File: src/rtl/nibbler_pkg.sv
// Shared types and constants for the Nibbler control path: opcodes, sequencer
// states, ALU mode words and the decoded control word.
package nibbler_pkg;

    typedef enum logic [3:0] {
        OP_JC   = 4'h0, OP_JNC  = 4'h1, OP_CMPI = 4'h2, OP_CMPM = 4'h3,
        OP_LIT  = 4'h4, OP_IN   = 4'h5, OP_LD   = 4'h6, OP_ST   = 4'h7,
        OP_JZ   = 4'h8, OP_JNZ  = 4'h9, OP_ADDI = 4'hA, OP_ADDM = 4'hB,
        OP_JMP  = 4'hC, OP_OUT  = 4'hD, OP_NORI = 4'hE, OP_NORM = 4'hF
    } opcode_t;

    typedef enum logic [1:0] {
        FETCH   = 2'd0,
        FETCH2  = 2'd1,
        EXECUTE = 2'd2
    } state_t;

    // ALU mode words are {notCarryIn, aluS}.
    localparam logic [3:0] ALU_CMP  = 4'b0001;
    localparam logic [3:0] ALU_PASS = 4'b1010;
    localparam logic [3:0] ALU_ADD  = 4'b1011;
    localparam logic [3:0] ALU_NOR  = 4'b1100;

    // Bit n set when opcode n carries a second address byte.
    localparam logic [15:0] TWO_BYTE_MASK = 16'b1001_1011_1100_1011;

    typedef struct packed {
        logic [3:0] alu_mode;
        logic       not_oe_alu;
        logic       not_load_a;
        logic       not_oe_ram;
        logic       not_we_ram;
        logic       not_oe_in;
        logic       not_load_out;
        logic       operand_sel;
        logic       updates_flags;
        logic       is_jump;
        logic       two_byte;
    } ctrl_t;

    function automatic logic is_two_byte(input opcode_t op);
        return TWO_BYTE_MASK[op];
    endfunction

endpackage

File: src/rtl/nibbler_control_if.sv
// Bus bundle between the Nibbler sequencer and ROM, RAM/IO and the ALU datapath,
// plus read-only debug taps of the sequencer state and flag registers.
interface nibbler_control_if #(parameter int ADDR_W = 12);
    import nibbler_pkg::*;

    // Timing contract: romData is combinational from romAddr within the same cycle;
    // every active-low strobe is high except during the single EXECUTE cycle that uses it.
    logic [ADDR_W-1:0] romAddr;
    logic [7:0]        romData;
    logic [3:0]        immediate;
    logic              operandSel;
    logic [ADDR_W-1:0] ramAddr;
    logic              notOeRam;
    logic              notWeRam;
    logic [2:0]        aluS;
    logic              notCarryIn;
    logic              notOeALU;
    logic              notLoadA;
    logic              notOeIn;
    logic              notLoadOut;
    logic              notC;
    logic              notZ;
    state_t            dbgState;
    logic              dbgCarry;
    logic              dbgZero;

    modport master (
        input  romData, notC, notZ,
        output romAddr, immediate, operandSel, ramAddr, notOeRam, notWeRam,
               aluS, notCarryIn, notOeALU, notLoadA, notOeIn, notLoadOut,
               dbgState, dbgCarry, dbgZero
    );

    modport slave (
        output romData, notC, notZ,
        input  romAddr, immediate, operandSel, ramAddr, notOeRam, notWeRam,
               aluS, notCarryIn, notOeALU, notLoadA, notOeIn, notLoadOut,
               dbgState, dbgCarry, dbgZero
    );

endinterface

File: src/rtl/nibbler_decode.sv
// Combinational opcode decoder: produces the EXECUTE-cycle control word and
// the instruction-length bit for one opcode.
module nibbler_decode
    import nibbler_pkg::*;
(
    input  opcode_t op_i,
    output ctrl_t   ctrl_o
);

    always_comb begin
        ctrl_o               = '0;
        ctrl_o.alu_mode      = ALU_PASS;
        ctrl_o.not_oe_alu    = 1'b1;
        ctrl_o.not_load_a    = 1'b1;
        ctrl_o.not_oe_ram    = 1'b1;
        ctrl_o.not_we_ram    = 1'b1;
        ctrl_o.not_oe_in     = 1'b1;
        ctrl_o.not_load_out  = 1'b1;
        ctrl_o.two_byte      = is_two_byte(op_i);

        case (op_i)
            OP_CMPI, OP_CMPM: begin
                // Compare drives the ALU for its flags only; A keeps its value.
                ctrl_o.alu_mode      = ALU_CMP;
                ctrl_o.not_oe_alu    = 1'b0;
                ctrl_o.updates_flags = 1'b1;
            end
            OP_LIT, OP_LD: begin
                ctrl_o.not_oe_alu = 1'b0;
                ctrl_o.not_load_a = 1'b0;
            end
            OP_IN: begin
                ctrl_o.not_oe_alu = 1'b0;
                ctrl_o.not_load_a = 1'b0;
                ctrl_o.not_oe_in  = 1'b0;
            end
            OP_ADDI, OP_ADDM: begin
                ctrl_o.alu_mode      = ALU_ADD;
                ctrl_o.not_oe_alu    = 1'b0;
                ctrl_o.not_load_a    = 1'b0;
                ctrl_o.updates_flags = 1'b1;
            end
            OP_NORI, OP_NORM: begin
                ctrl_o.alu_mode      = ALU_NOR;
                ctrl_o.not_oe_alu    = 1'b0;
                ctrl_o.not_load_a    = 1'b0;
                ctrl_o.updates_flags = 1'b1;
            end
            OP_ST:  ctrl_o.not_we_ram   = 1'b0;
            OP_OUT: ctrl_o.not_load_out = 1'b0;
            OP_JC, OP_JNC, OP_JZ, OP_JNZ, OP_JMP: ctrl_o.is_jump = 1'b1;
            default: ;
        endcase

        if (op_i inside {OP_CMPM, OP_LD, OP_ADDM, OP_NORM}) begin
            ctrl_o.operand_sel = 1'b1;
            ctrl_o.not_oe_ram  = 1'b0;
        end
    end

endmodule

File: src/rtl/nibbler_control.sv
// Nibbler fetch/decode/execute sequencer: owns PC, IR, the second address byte,
// the carry/zero flag registers and the three-state instruction FSM.
module nibbler_control
    import nibbler_pkg::*;
#(
    parameter int ADDR_W = 12
) (
    input  logic               clk,
    input  logic               notReset,
    nibbler_control_if.master  bus
);

    state_t            state_q, state_d;
    logic [ADDR_W-1:0] pc_q, pc_d;
    logic [7:0]        ir_q, ir_d;
    logic [7:0]        addr_lo_q, addr_lo_d;
    logic              carry_q, carry_d;
    logic              zero_q, zero_d;

    opcode_t           dec_op;
    ctrl_t             ctrl;
    logic              exec;
    logic              jump_taken;
    logic [ADDR_W-1:0] target;

    // In FETCH the decoder sees the byte arriving from ROM so its length is known
    // before IR is written; afterwards it sees the latched opcode.
    assign dec_op = (state_q == FETCH) ? opcode_t'(bus.romData[7:4]) : opcode_t'(ir_q[7:4]);

    nibbler_decode u_decode (
        .op_i   (dec_op),
        .ctrl_o (ctrl)
    );

    assign exec   = (state_q == EXECUTE);
    assign target = ADDR_W'({ir_q[3:0], addr_lo_q});

    always_comb begin
        case (opcode_t'(ir_q[7:4]))
            OP_JMP:  jump_taken = 1'b1;
            OP_JC:   jump_taken = ~carry_q;
            OP_JNC:  jump_taken = carry_q;
            OP_JZ:   jump_taken = ~zero_q;
            OP_JNZ:  jump_taken = zero_q;
            default: jump_taken = 1'b0;
        endcase
    end

    always_comb begin
        state_d   = state_q;
        pc_d      = pc_q;
        ir_d      = ir_q;
        addr_lo_d = addr_lo_q;
        carry_d   = carry_q;
        zero_d    = zero_q;

        case (state_q)
            FETCH: begin
                ir_d    = bus.romData;
                pc_d    = pc_q + 1'b1;
                state_d = ctrl.two_byte ? FETCH2 : EXECUTE;
            end
            FETCH2: begin
                addr_lo_d = bus.romData;
                pc_d      = pc_q + 1'b1;
                state_d   = EXECUTE;
            end
            EXECUTE: begin
                state_d = FETCH;
                if (ctrl.updates_flags) begin
                    carry_d = bus.notC;
                    zero_d  = bus.notZ;
                end
                if (ctrl.is_jump && jump_taken) begin
                    pc_d = target;
                end
            end
            default: state_d = FETCH;
        endcase
    end

    always_ff @(posedge clk or negedge notReset) begin
        if (!notReset) begin
            state_q   <= FETCH;
            pc_q      <= '0;
            ir_q      <= '0;
            addr_lo_q <= '0;
            carry_q   <= 1'b1;
            zero_q    <= 1'b1;
        end else begin
            state_q   <= state_d;
            pc_q      <= pc_d;
            ir_q      <= ir_d;
            addr_lo_q <= addr_lo_d;
            carry_q   <= carry_d;
            zero_q    <= zero_d;
        end
    end

    assign bus.romAddr    = pc_q;
    assign bus.immediate  = ir_q[3:0];
    assign bus.ramAddr    = target;

    // Strobes are forced inactive outside EXECUTE, so reset releases them at once.
    assign bus.operandSel = exec & ctrl.operand_sel;
    assign bus.notOeRam   = ~exec | ctrl.not_oe_ram;
    assign bus.notWeRam   = ~exec | ctrl.not_we_ram;
    assign bus.notOeALU   = ~exec | ctrl.not_oe_alu;
    assign bus.notLoadA   = ~exec | ctrl.not_load_a;
    assign bus.notOeIn    = ~exec | ctrl.not_oe_in;
    assign bus.notLoadOut = ~exec | ctrl.not_load_out;
    assign {bus.notCarryIn, bus.aluS} = exec ? ctrl.alu_mode : ALU_PASS;

    assign bus.dbgState   = state_q;
    assign bus.dbgCarry   = carry_q;
    assign bus.dbgZero    = zero_q;

endmodule
File: src/flat_wrapper.sv
// flat-port wrapper written by rule: the top's interface ports become plain ports
module nibbler_control_flat import nibbler_pkg::*;
#(
    parameter int ADDR_W = 12
)
  (clk, notReset, bus_romData, bus_notC, bus_notZ, bus_romAddr, bus_immediate, bus_operandSel, bus_ramAddr, bus_notOeRam, bus_notWeRam, bus_aluS, bus_notCarryIn, bus_notOeALU, bus_notLoadA, bus_notOeIn, bus_notLoadOut, bus_dbgState, bus_dbgCarry, bus_dbgZero);
  nibbler_control_if #(.ADDR_W(ADDR_W)) bus_i ();
  input  logic clk;
  input  logic notReset;
  input wire logic [$bits(bus_i.romData)-1:0] bus_romData;
  input wire logic [$bits(bus_i.notC)-1:0] bus_notC;
  input wire logic [$bits(bus_i.notZ)-1:0] bus_notZ;
  output wire logic [$bits(bus_i.romAddr)-1:0] bus_romAddr;
  output wire logic [$bits(bus_i.immediate)-1:0] bus_immediate;
  output wire logic [$bits(bus_i.operandSel)-1:0] bus_operandSel;
  output wire logic [$bits(bus_i.ramAddr)-1:0] bus_ramAddr;
  output wire logic [$bits(bus_i.notOeRam)-1:0] bus_notOeRam;
  output wire logic [$bits(bus_i.notWeRam)-1:0] bus_notWeRam;
  output wire logic [$bits(bus_i.aluS)-1:0] bus_aluS;
  output wire logic [$bits(bus_i.notCarryIn)-1:0] bus_notCarryIn;
  output wire logic [$bits(bus_i.notOeALU)-1:0] bus_notOeALU;
  output wire logic [$bits(bus_i.notLoadA)-1:0] bus_notLoadA;
  output wire logic [$bits(bus_i.notOeIn)-1:0] bus_notOeIn;
  output wire logic [$bits(bus_i.notLoadOut)-1:0] bus_notLoadOut;
  output wire logic [$bits(bus_i.dbgState)-1:0] bus_dbgState;
  output wire logic [$bits(bus_i.dbgCarry)-1:0] bus_dbgCarry;
  output wire logic [$bits(bus_i.dbgZero)-1:0] bus_dbgZero;
  assign bus_i.romData = bus_romData;
  assign bus_i.notC = bus_notC;
  assign bus_i.notZ = bus_notZ;
  assign bus_romAddr = bus_i.romAddr;
  assign bus_immediate = bus_i.immediate;
  assign bus_operandSel = bus_i.operandSel;
  assign bus_ramAddr = bus_i.ramAddr;
  assign bus_notOeRam = bus_i.notOeRam;
  assign bus_notWeRam = bus_i.notWeRam;
  assign bus_aluS = bus_i.aluS;
  assign bus_notCarryIn = bus_i.notCarryIn;
  assign bus_notOeALU = bus_i.notOeALU;
  assign bus_notLoadA = bus_i.notLoadA;
  assign bus_notOeIn = bus_i.notOeIn;
  assign bus_notLoadOut = bus_i.notLoadOut;
  assign bus_dbgState = bus_i.dbgState;
  assign bus_dbgCarry = bus_i.dbgCarry;
  assign bus_dbgZero = bus_i.dbgZero;
  nibbler_control #(.ADDR_W(ADDR_W)) u_core (.clk(clk), .notReset(notReset), .bus(bus_i));
endmodule
File: config.mk
export PLATFORM = sky130hd
export DESIGN_NAME = nibbler_control_flat
export DESIGN_NICKNAME = d
export VERILOG_FILES = /design/src/rtl/nibbler_pkg.sv /design/src/rtl/nibbler_control_if.sv /design/src/rtl/nibbler_decode.sv /design/src/rtl/nibbler_control.sv /design/src/flat_wrapper.sv
export SDC_FILE = /design/constraint.sdc
export NUM_CORES = 1
export LEC_CHECK = 0
export CAP_MARGIN = 20
export CORE_MARGIN = 10
export CORE_UTILIZATION = 49
export DETAILED_ROUTE_END_ITERATION = 16
export GPL_TIMING_DRIVEN = 0
export PLACE_DENSITY = 0.83
export SLEW_MARGIN = 20
export SYNTH_ARGS = -nofsm -noshare
export SYNTH_HDL_FRONTEND = slang
export SYNTH_HIERARCHICAL = 1
export SYNTH_SLANG_ARGS = --single-unit
export TNS_END_PERCENT = 30
File: constraint.sdc
create_clock -name clk -period 3.24 [get_ports clk]
set_clock_uncertainty 0.1 [all_clocks]
set_input_delay 0.648 -clock clk [delete_from_list [all_inputs] [get_ports clk]]
set_output_delay 0.648 -clock clk [all_outputs]
set_load 0.02 [all_outputs]
# Word level (Yosys, flattened, before mapping)
# Memory sizes are Yosys's and may differ from the RTL's.
# Cells that the tools add are included.
dict set report word_totals {
  ff_bits 32
  romBits 16
  input_bits 12
  n_memories 1
}
# memory words width rd rd_ports_with_merged_regs wr line
set mem_list {}
lappend mem_list {{(no name shown)} 16 1 1 0 0 nibbler_pkg.sv:42} ;# return TWO_BYTE_MASK[op];
dict set report classes {
  addsub 1
  order_cmp 1
  n_eq_ne 22
  n_mux 18
  bitwise 10
  reduce_logical 16
}
# operator count
set op_table {}
lappend op_table {{$eq 4x4->1 const B} 11}
lappend op_table {{$pmux 12 s2} 1}
lappend op_table {{$eq 4x3->1 const B} 4}
lappend op_table {{$add 12x1->12 const B} 1}
lappend op_table {{$mux 12} 1}
lappend op_table {{$pmux 4 s3} 1}
lappend op_table {{$mux 1} 10}
lappend op_table {{$reduce_or 9->1} 1}
lappend op_table {{$eq 4x1->1 const B} 2}
lappend op_table {{$eq 4x2->1 const B} 2}
lappend op_table {{$logic_not 4->1} 2}
lappend op_table {{$mux 4} 2}
lappend op_table {{$reduce_or 2->1} 4}
lappend op_table {{$reduce_or 7->1} 1}
lappend op_table {{$or 1x1->1} 6}
lappend op_table {{$reduce_or 6->1} 1}
lappend op_table {{$lt 4x5->1 const B} 1}
lappend op_table {{$pmux 1 s5} 1}
lappend op_table {{$reduce_or 5->1} 1}
lappend op_table {{$pmux 2 s2} 1}
lappend op_table {{$reduce_and 2->1} 2}
lappend op_table {{$reduce_bool 4->1} 1}
lappend op_table {{$not 1->1} 3}
lappend op_table {{$eq 2x1->1 const B} 1}
lappend op_table {{other kinds (7)} 7}

# Longest topological paths before layout
# Gate-level depths: netlist (run 1).
dict set report depth {
  ltp_word 8
  depth_mapped 12
  ltp_nobuf 10
}

# Cells and area by module
# Netlist (run 1), hierarchy kept.
# mod instances cells_per_inst area_each_um2 seq_area_each_um2
set by_module_without_submodules {}
lappend by_module_without_submodules {nibbler_control 1 164 1745.4 803.3}
lappend by_module_without_submodules {nibbler_decode 1 44 314.1 0.0}

# Worst setup path after synthesis (run 1)
# OpenSTA, ideal clock, no wires.
dict set report synth_path {
  kind {register to output}
  start {register u_core.state_q[0], in the netlist u_core/bus.dbgState[0]}
  end {output port bus_operandSel}
  t_arrival_ns 2.388
  required_ns 2.492
  setup_slack_ns 0.104
  stages_incl_launch_ff 8
  path_buffers 1
  path_cell_list {dfrtp_1 > buf_2 > nor2_1 > mux2_2 > ha_1 > mux2_2 > o21a_1 > and2_1}
}
# element line
set synth_rtl {}
lappend synth_rtl {{from (decl)} nibbler_control.sv:13} ;# state_t state_q, state_d;
lappend synth_rtl {{from (signal assigned)} nibbler_control.sv:91} ;# state_q <= state_d;
lappend synth_rtl {{to (decl)} flat_wrapper.sv:15} ;# output wire logic [$bits(bus_i.operandSel)-1:0] bus_operandSel;

==> results of run 1 <==
## kinds of logic (layout without fill, tap and decap cells)
logic type / after synthesis / count (layout) / synth area share [%]
buffers and inverters: 22 / 89 / 6.62
xor gates and xnor gates: 9 / 9 / 3.83
and+or+nand+nor: 75 / 75 / 19.1
adders and majority gates: 7 / 7 / 4.25
muxes: 26 / 26 / 13.9
AOI/OAI and AO/OA: 37 / 37 / 13.3
DFF: 32 / 32 / 39.0
## path summary, 6_finish.rpt
path                       slack, ns  cells past startpoint                   start               endpoint
max in group asynchronous       2.25                      1                notReset         u_core/ir_q[6]
min                             0.32                      1                notReset    u_core/addr_lo_q[1]
min reg2reg                     0.45                      1     u_core/addr_lo_q[7]    u_core/addr_lo_q[7]
max reg2reg                     0.37                     11  u_core/bus.dbgState[0]  u_core/bus.romAddr[2]
max                             0.09                     11  u_core/bus.dbgState[0]           bus_notOeALU
min in group clk                0.45                      1     u_core/addr_lo_q[7]    u_core/addr_lo_q[7]
## stage by stage
stage	hold WS, ns	total power, mW	worst slack, ns
4_1_cts	0.336	3.41	-0.105
3_5_place_dp	0.428	3.05	-0.694
3_3_place_gp	0.425	3.00	-0.715
5_1_grt	0.363	3.74	-0.0580
6_report	0.320	3.49	0.0929
2_1_floorplan	0.252	2.27	0.104
## worst max-delay path, stage by stage, from the launching register on
cell	delay [ns]
dfrtp_1	0.38
buf_4	0.17
nor2_4	0.14
buf_4	0.14
mux2_4	0.36
ha_4	0.21
buf_4	0.13
nor3_2	0.15
a21oi_2	0.06
a21oi_2	0.13
nand2b_1	0.11
buf_4	0.14
## layout make-up
type / instances / area, um^2
clock inverter: 1 / 5.00
fill: 315 / 1220
inverter: 6 / 22.5
timing repair buffer: 59 / 542
buffer: 16 / 116
tap: 50 / 62.6
multi-input combinational: 154 / 1180
clock buffer: 7 / 76.3
sequential: 32 / 803
## sequential cells by signal, indices dropped and copies added, names as in the netlist
signal	count
u_core/bus.dbgZero	1
u_core/bus.dbgCarry	1
u_core/addr_lo_q	8
u_core/bus.dbgState	2
u_core/ir_q	8
u_core/bus.romAddr	12
## cell usage in the layout (no fill, tap or decap), types with 2 or more instances in the layout
cell type | netlist | final
nor3b_1 | 2 | 2
o22ai_1 | 5 | 5
clkdlybuf4s50_1 | 0 | 42
clkbuf_1 | 4 | 6
ha_4 | 0 | 3
nand2b_1 | 11 | 11
dlygate4sd2_1 | 0 | 3
mux2_2 | 20 | 18
nand2_1 | 17 | 17
xor2_1 | 6 | 6
buf_4 | 8 | 15
dfstp_2 | 2 | 2
a21oi_2 | 2 | 2
clkdlybuf4s15_1 | 0 | 2
and3_1 | 3 | 3
inv_1 | 6 | 4
buf_6 | 3 | 3
o22a_1 | 3 | 3
ha_1 | 7 | 2
nor2_1 | 19 | 18
xnor2_1 | 3 | 3
a21oi_1 | 5 | 5
a31oi_1 | 3 | 3
dfrtp_1 | 30 | 30
o21a_1 | 4 | 4
o21ai_0 | 6 | 6
mux2i_1 | 6 | 6
inv_2 | 0 | 2
nor3_2 | 1 | 2
buf_2 | 1 | 4
ha_2 | 0 | 2
mux2_4 | 0 | 2
nor3_1 | 4 | 3
and2_1 | 4 | 4
nand3_1 | 5 | 5
clkbuf_2 | 0 | 2
clkbuf_8 | 0 | 5
## power by group
| part | internal (mW) | switching, mW | total [mW] | leakage (nW) |
|---|---|---|---|---|
| Combinational | 1.16 | 1.20 | 2.35 | 0.756 |
| Sequential | 0.610 | 0.231 | 0.842 | 0.372 |
| Clock | 0.151 | 0.144 | 0.295 | 0.0422 |
## layer usage
layer	track usage, %	up-vias	wire length, um
met5	0	-	0
li1	-	851	-
met1	19.0	912	2430
met2	23.8	76	2630
met3	4.30	9	383
met4	6.59	0	121
## what timing repair did
item,CTS,global route
gates cloned,0,0
pin swaps,1,3
setup endpoints to repair,23,10
resized for setup,26,21
buffers inserted,3,2
==> metrics.md, run 1 <==
| Metric | Value |
|---|---|
| Data arrival, critical path | 2.40 ns |
| CTS Buf Count | 5 |
| Worst-path clk slew | 0.07 ns |
| Final net count | 293 |
| # rows | 23 |
| Final count of pins violating max slew | 0 |
| Root Buffer | clkbuf_8 |
| Seq/Total Area, Yosys | 39.0% |
| Most common cell in the netlist | dfrtp_1 |
| Final setup TNS | 0 ns |
| Area Growth Syn to Fin | 36.5% |
| Post-Syn Instances | 208 |
| Worst Path Class, Setup | reg2out |
| Required time worst endpoint | 2.49 ns |
| IO Count | 55 |
| Antenna cells | 0 |
| Wirelength per Cell | 17.1 um |
| Worst-Margin Slew | 0.823 ns |
| Number of global-route vias before repair | 1,787 |
| Final Non-Filler Cells | 325 |
| Final GP Congestion | 0.919 |
| Avg Synthesized Cell Area | 9.90 um^2 |
| Synth cell count leaders | dfrtp_1, mux2_2, nor2_1 |
| Yosys warnings | 6 |
| Post-Route WL | 5570 um |
| Largest net degree at the start of global routing | 33 |
| Peak VDD IR | 0.645 mV |
| EDFF count, synth | 0 |
| Final core area utilization | 69.8% |
| GRT Total Usage | 15.2% |
| Initial antenna violation count | 0 |
| Max-cap violation count | 0 |
| Hold/Removal Path Class | in2async |
| CP Launch Type | flop |
| First-pass GRT wire length | 9110 um |
| Share of post-route cells with drive strength above 1 | 25.8% |
| Leak pwr | 1.17 nW |
| DIE AREA | 7200 um^2 |
| I/O Buffers | 54 |
| Fin crit share | 97.1% |
| DR pass1 iterations | 5 |
| Final setup fails | 0 |
| Starting Density | 51.1% |
| Fin crit period | 3.15 ns |
| CTS tree | built |
| Die H | 84.8 um |
| Post-synthesis register bit count | 32 |
| Fin area | 2810 um^2 |
| Synth top area share | 36.5% |
| Overflow after GRT | 0 |
| Clock sink total | 32 |
| RSZ-0062 raised after global routing | yes |
| Cell Area, Synth | 2060 um^2 |
| Peak Freq | 318 MHz |
| DIE WIDTH | 84.8 um |
| Unique masters post-synth | 46 |
| Hold_buf cts | 0 |
| Clk buf depth | 2 |
| Synth area leaders | dfrtp_1, mux2_2, ha_1 |
| Pwr dens | 1240 nW/um^2 |
| Placed cell area | 2660 um^2 |
| Crit-path max FO | 8 |
| DP Wirelength | 3950 um |
| Syn nets | 227 |
| CP endpoint kind | output pin |
| Async set or reset register ratio after synthesis | 100% |
| Status | complete, no violations |
| CTS H-Tree Depth | 2 |
| Dominant synthesized flop cell | dfrtp_1 |
| Post-synth top area cell | dfrtp_1 |
| Final-report hold violation count | 0 |
| Drt via density | 5.69 |
| DP Cell Count | 312 |
| Post-route ant nets | 0 |
| Residual DRC count | 0 |
| Routed vias | 1,848 |
| CORE AREA | 4030 um^2 |
| Slew headroom | 44.9% |
| Initial DRC count | 182 |
| Worst-Skew Late Latency | 0.28 ns |
No activity file was read; power rests on OpenSTA's default activity.
==> inputs of run 2 (changes only) <==
Settings changed: ABC_AREA from default to 1, CORE_MARGIN 10 to 3, CORE_UTILIZATION 49 to 45, PLACE_DENSITY 0.83 to 0.76.
==> run 2 against run 1 <==
Via count rose by 14%; synthesized area rose by 4.4%; maximum frequency fell by 1.0%; non-clock buffer count rose by 7; flip-flop and latch count did not move; hold slack got worse by 0.17 ns; global-route usage rose by 4.9 points; sequential share of layout area fell by 2.3 points; die area fell by 22%; combinational power rose by 5%; register-to-register slack improved by 0.34 ns; critical endpoint is now bus_notLoadA; largest power group unchanged; highest routed layer unchanged.
==> metrics.md, run 2 <==
| Metric | Value |
|---|---|
| Status | complete, no violations |
| CP Launch Type | primary input |
| M1 GR Usage | 27.9% |
| Wirelength per Cell | 13.4 um |
| # rows | 24 |
| Crit-path max FO | 6 |
| DP Wirelength | 3900 um |
| Post-Route WL | 5610 um |
| Pre-CTS WS | -0.911 ns |
| DIE WIDTH | 75.1 um |
| Synth area leaders | dfrtp_1, nand2_1, nand3_1 |
| Async set or reset register ratio after synthesis | 100% |
| Peak VDD IR | 0.628 mV |
| Worst-path clk slew | 0.07 ns |
| Slew headroom | 74.2% |
| Fin area | 3070 um^2 |
| Clk buf depth | 2 |
| Final count of pins violating max slew | 0 |
| Fin crit period | 3.18 ns |
| Syn nets | 312 |
| Post-Synth Adder-Cell Area | 4.07% |
| Pwr dens | 1210 nW/um^2 |
| Post-Syn Instances | 293 |
| Met2 global-route usage | 31.9% |
| Worst path slowest cell | clkdlybuf4s50_1 |
| GR peak layer | met2 |
| Simple-gate share of the synthesized area | 34.3% |
| First-pass GRT wire length | 8690 um |
| CP peak stage delay | 0.47 ns |
| CP endpoint kind | output pin |
| Fill cell count | 376 |
| Fin crit share | 98.2% |
| Post-synthesis register bit count | 32 |
| DP Cell Count | 400 |
| Yosys warnings | 6 |
| Hold_buf cts | 0 |
| Combinational Power Share | 66.5% |
| Clock power frac | 11.3% |
| Area Growth Syn to Fin | 42.8% |
| Seq/Total Area, Yosys | 37.4% |
| Flop pwr share | 22.2% |
| Worst Path Class, Setup | in2out |
| Hold/Removal Path Class | in2async |
| Min Hold Slack | 0.145 ns |
| Cell Area, Synth | 2150 um^2 |
| DR pass1 iterations | 5 |
| Tot Pwr | 3.71 mW |
| WP depth | 11 |
| Synth cell count leaders | nand2_1, inv_1, nand3_1 |
| CTS Buf Count | 5 |
| Post-synth top area cell | dfrtp_1 |
| Final setup TNS | 0 ns |
| Required time worst endpoint | 2.49 ns |
| Leak pwr | 1.51 nW |
| CTS tree | built |
| DIE AREA | 5640 um^2 |
| Critical Path Source | bus_romData[5] |
| Sw frac | 46.6% |
| Routed vias | 2,112 |
| GRT met3 Usage | 4.41% |
| Dominant synthesized flop cell | dfrtp_1 |
| Placed cell area | 2780 um^2 |
| EDFF count, synth | 0 |
| CORE AREA | 4470 um^2 |
| Largest delay share family, worst path | buffers and inverters |
| Unique masters post-synth | 32 |
| Max-cap violation count | 0 |
| I/O Buffers | 54 |
| IO Count | 55 |
| Compound-Gate Fraction of Synth Area | 9.84% |
| Initial antenna violation count | 0 |
| Worst setup margin | 0.0597 ns |
| Reg2reg setup slack | 0.71 ns |
| CP endpoint | bus_notLoadA |
| Number of flip-flops under the largest register name | 12 |
| Residual DRC count | 0 |
| Final-report hold violation count | 0 |
| Data arrival, critical path | 2.43 ns |
| Final core area utilization | 68.6% |
| Worst-Margin Slew | 0.388 ns |
| Final GP Congestion | 0.848 |
| Final net count | 385 |
| Multiplexer share of the synthesized area | 1.05% |
| Crit Reg-Reg Endpoint | u_core/bus.romAddr[11] |
| Drt via density | 5.04 |
| Final Non-Filler Cells | 419 |
| Final setup fails | 0 |
| GRT Total Usage | 20.1% |
| R2R cell count | 12 |
| Die H | 75.1 um |
| Worst-Skew Late Latency | 0.28 ns |
| Initial DRC count | 170 |
| Most frequent cells in the layout | nand2_1, clkdlybuf4s50_1, inv_1 |
| Commonest non-fill, non-tap cell in the layout | nand2_1 |
| CTS H-Tree Depth | 2 |
| Largest net degree at the start of global routing | 22 |
| Internal power | 1.98 mW |
| Post-route ant nets | 0 |
| Largest family of logic cells by synthesized area | simple AND/OR/NAND/NOR gates |
| Root Buffer | clkbuf_8 |
| Avg Synthesized Cell Area | 7.34 um^2 |
| RSZ-0062 raised after global routing | yes |
| Peak Freq | 314 MHz |
| Overflow after GRT | 0 |
| Share of post-route cells with drive strength above 1 | 27.0% |
| Antenna cells | 0 |
| Clock sink total | 32 |
| Starting Density | 48.0% |
| Crit-path cells | clkdlybuf4s50_1 -> inv_2 -> o21ai_4 -> ha_4 -> inv_2 -> nand2_2 -> nand2_2 -> nand3_1 -> nor2_1 -> or2_2 -> buf_2 |
| Reg2reg start | u_core/bus.dbgState[0] |
| WP buf/inv | 4 |
| Number of global-route vias before repair | 1,932 |
| Most common cell in the netlist | nand2_1 |
| P_sw | 1.73 mW |
| Xor/xnor share of the synthesized area | 0% |
| Synth top area share | 34.9% |
==> run 2: routing by layer <==
metal / share of wire (%) / vias to the layer above / wire length, um
li1: - / 1062 / -
met1: 46 / 992 / 2590
met2: 49 / 56 / 2730
met3: 4.7 / 2 / 264
met4: 0.37 / 0 / 21
met5: 0 / - / 0
==> run 2: worst min path at each step <==
stage	from	endpoint	slack (ns)	cells after the start
after floorplan	notReset	u_core/addr_lo_q[0]	0.25	0
after detailed placement	u_core/addr_lo_q[0]	u_core/addr_lo_q[0]	0.41	2
after CTS	notReset	u_core/bus.romAddr[10]	0.14	1
after global routing	notReset	u_core/bus.romAddr[10]	0.16	1
final	notReset	u_core/bus.romAddr[10]	0.15	1
after global placement	u_core/addr_lo_q[2]	u_core/addr_lo_q[2]	0.40	2
==> run 2: power groups by stage <==
stage	Sequential, mW	Combinational (mW)	Clock [mW]
floorplan	0.950	1.30	0
global placement	0.815	2.15	0
detailed placement	0.820	2.19	0
CTS	0.821	2.29	0.429
global route	0.858	2.71	0.441
finish	0.822	2.46	0.420
==> run 2: layout make-up <==
type / count / area, um^2 / area share, %
Timing Repair Buffer: 66 / 617 / 20.1
Buffer: 16 / 136 / 4.44
Clock inverter: 1 / 30.0 / 0.978
Tap cell: 52 / 65.1 / 2.12
Sequential cell: 32 / 806 / 26.2
Inverter: 40 / 154 / 5.01
Multi-Input combinational cell: 205 / 1170 / 38.0
Clock buffer: 7 / 96.3 / 3.14
==> run 2: cells by family (layout without fill, tap and decap cells) <==
logic type,Yosys count,after routing
and+or+nand+nor,164,164
buffers and inverters,56,130
AOI/OAI and AO/OA,32,32
DFF,32,32
adders and majority gates,7,7
muxes,2,2
==> run 2: timing repair <==
action                                  CTS  global route
cloned                                    0             0
endpoints found under the setup margin   21            10
pin swaps                                 2             6
hold endpoints to repair                  0             0
setup buffers                             5             6
resized for setup                        26            37
==> inputs of run 3 (changes only) <==
Settings changed: CORE_MARGIN 3 to default.
==> run 3 against run 2 <==
The flow now finishes with violations (design-rule violations); flip-flop and latch count is the same; worst setup slack gained 0.027 ns; sequential share of layout area grew 0.50 points; via count grew 1.1%; die area shrank 10%; global-route usage grew 1.9 points; register-to-register slack is essentially flat; largest power group unchanged.
==> metrics.md, run 3 (synthesis results as in run 2) <==
| Metric | Value |
|---|---|
| Status | finished, violations left |
| Failing checks | design-rule violations |
| Post-Route WL | 5420 um |
| Number of flip-flops under the largest register name | 12 |
| Fin crit share | 97.3% |
| Final core area utilization | 67.3% |
| Hold/Removal Path Class | in2async |
| Die H | 71.1 um |
| Crit-path cells | clkdlybuf4s50_1 -> nand2_2 -> o21ai_4 -> inv_2 -> ha_4 -> inv_1 -> nand2_2 -> nand2_2 -> nand3_2 -> nand2_1 -> or2_2 -> buf_4 |
| Most frequent cells in the layout | nand2_1, clkdlybuf4s50_1, inv_1, nand3_1, dfrtp_1 |
| Clk buf depth | 2 |
| Final GP Congestion | 0.835 |
| Final-report hold violation count | 0 |
| CP Launch Type | primary input |
| IO Count | 55 |
| Final Non-Filler Cells | 417 |
| Peak Freq | 317 MHz |
| Worst path slowest cell | clkdlybuf4s50_1 |
| Slew headroom | 50.8% |
| Required time worst endpoint | 2.49 ns |
| CP endpoint kind | output pin |
| R2R cell count | 14 |
| # rows | 24 |
| P_sw | 1.72 mW |
| Worst Path Class, Setup | in2out |
| Footprint of the multi-input gates | 1160 um^2 |
| CTS H-Tree Depth | 2 |
| DP Cell Count | 399 |
| DIE AREA | 5060 um^2 |
| Combinational Power Share | 67.0% |
| CTS Buf Count | 5 |
| Worst-Margin Slew | 0.738 ns |
| Pre-CTS WS | -0.862 ns |
| Max-cap violation count | 0 |
| Final net count | 383 |
| Worst setup margin | 0.0869 ns |
| Clock sink total | 32 |
| CTS tree | built |
| Fin crit period | 3.15 ns |
| Peak VDD IR | 0.581 mV |
| Drt via density | 5.12 |
| Worst-Skew Late Latency | 0.28 ns |
| Routed vias | 2,135 |
| Clock power frac | 10.5% |
| Sw frac | 47.3% |
| Hold_buf cts | 0 |
| Antenna cells | 0 |
| Reg2reg setup slack | 0.70 ns |
| Share of post-route cells with drive strength above 1 | 25.2% |
| Data arrival, critical path | 2.41 ns |
| Overflow after GRT | 0 |
| DP Wirelength | 3840 um |
| Wirelength per Cell | 13.0 um |
| Final setup TNS | 0 ns |
| Commonest non-fill, non-tap cell in the layout | nand2_1 |
| First-pass GRT wire length | 8760 um |
| Worst-path clk slew | 0.07 ns |
| Final count of pins violating max slew | 0 |
| Area Growth Syn to Fin | 40.2% |
| I/O Buffers | 54 |
| Flop pwr share | 22.5% |
| Starting Density | 48.0% |
| GRT Total Usage | 22.0% |
| DR pass1 iterations | 11 |
| CORE AREA | 4470 um^2 |
| Largest net degree at the start of global routing | 33 |
| Leak pwr | 1.49 nW |
| Reg area | 806 um^2 |
| Initial antenna violation count | 0 |
| Initial DRC count | 144 |
| CP peak stage delay | 0.45 ns |
| Most frequent CP cell | nand2_2 |
| DIE WIDTH | 71.1 um |
| Residual DRC count | 3 |
| Crit-path max FO | 5 |
| Number of global-route vias before repair | 1,943 |
| Fill cell count | 399 |
| Root Buffer | clkbuf_8 |
| Post-route ant nets | 0 |
| Pwr dens | 1200 nW/um^2 |
| Final setup fails | 0 |
| Internal power | 1.91 mW |
run 3: final cells by class:
type / count / share of cell area [%]
tap: 52 / 2.16
buffer: 16 / 4.53
clock buffer: 5 / 2.28
clock inverter: 3 / 1.41
sequential: 32 / 26.7
multi-input combinational: 205 / 38.4
inverter: 40 / 5.11
timing repair buffer: 64 / 19.4
run 3: path summary, 6_finish.rpt:
check | from | endpoint
max | bus_romData[4] | bus_aluS[1]
min | notReset | u_core/bus.romAddr[9]
max reg2reg | u_core/bus.dbgState[1] | u_core/bus.romAddr[11]
min reg2reg | u_core/addr_lo_q[2] | u_core/addr_lo_q[2]
max in group asynchronous | notReset | u_core/bus.dbgState[0]
min in group clk | u_core/addr_lo_q[2] | u_core/addr_lo_q[2]
run 3: what timing repair did:
item	in CTS	in global routing
pin swaps	2	6
resized for setup	37	19
setup buffers	4	6
endpoints found under the setup margin	21	7
run 3: critical path, delay by kind of cell:
kind / cells / cell delay [ns]
buffers and inverters: 4 / 0.78
and+or+nand+nor: 6 / 0.71
adders and majority gates: 1 / 0.16
AOI/OAI and AO/OA: 1 / 0.10
run 3: through the flow:
stage	power, mW	instance area [um^2]	hold WS, ns
3_5_place_dp	3.01	2750	0.406
6_report	3.63	3010	0.319
3_3_place_gp	2.96	2760	0.406
2_1_floorplan	2.25	2150	0.252
5_1_grt	3.92	3010	0.371
4_1_cts	3.50	2940	0.340
run 3: routing by layer:
metal	GRT usage (%)	vias up	part of all wire [%]
li1	-	1063	-
met1	30.7	1001	46
met2	35.1	67	49
met3	3.99	4	5.0
met4	6.22	0	0.81
met5	0	-	0
run 3: power groups by stage:
| stage | Clock, mW | Combinational [mW] | Sequential, mW |
|---|---|---|---|
| 4_1_cts | 0.386 | 2.29 | 0.820 |
| 5_1_grt | 0.412 | 2.66 | 0.847 |
| 3_3_place_gp | 0 | 2.15 | 0.810 |
| 2_1_floorplan | 0 | 1.30 | 0.950 |
| 3_5_place_dp | 0 | 2.19 | 0.821 |
| 6_report | 0.382 | 2.43 | 0.816 |
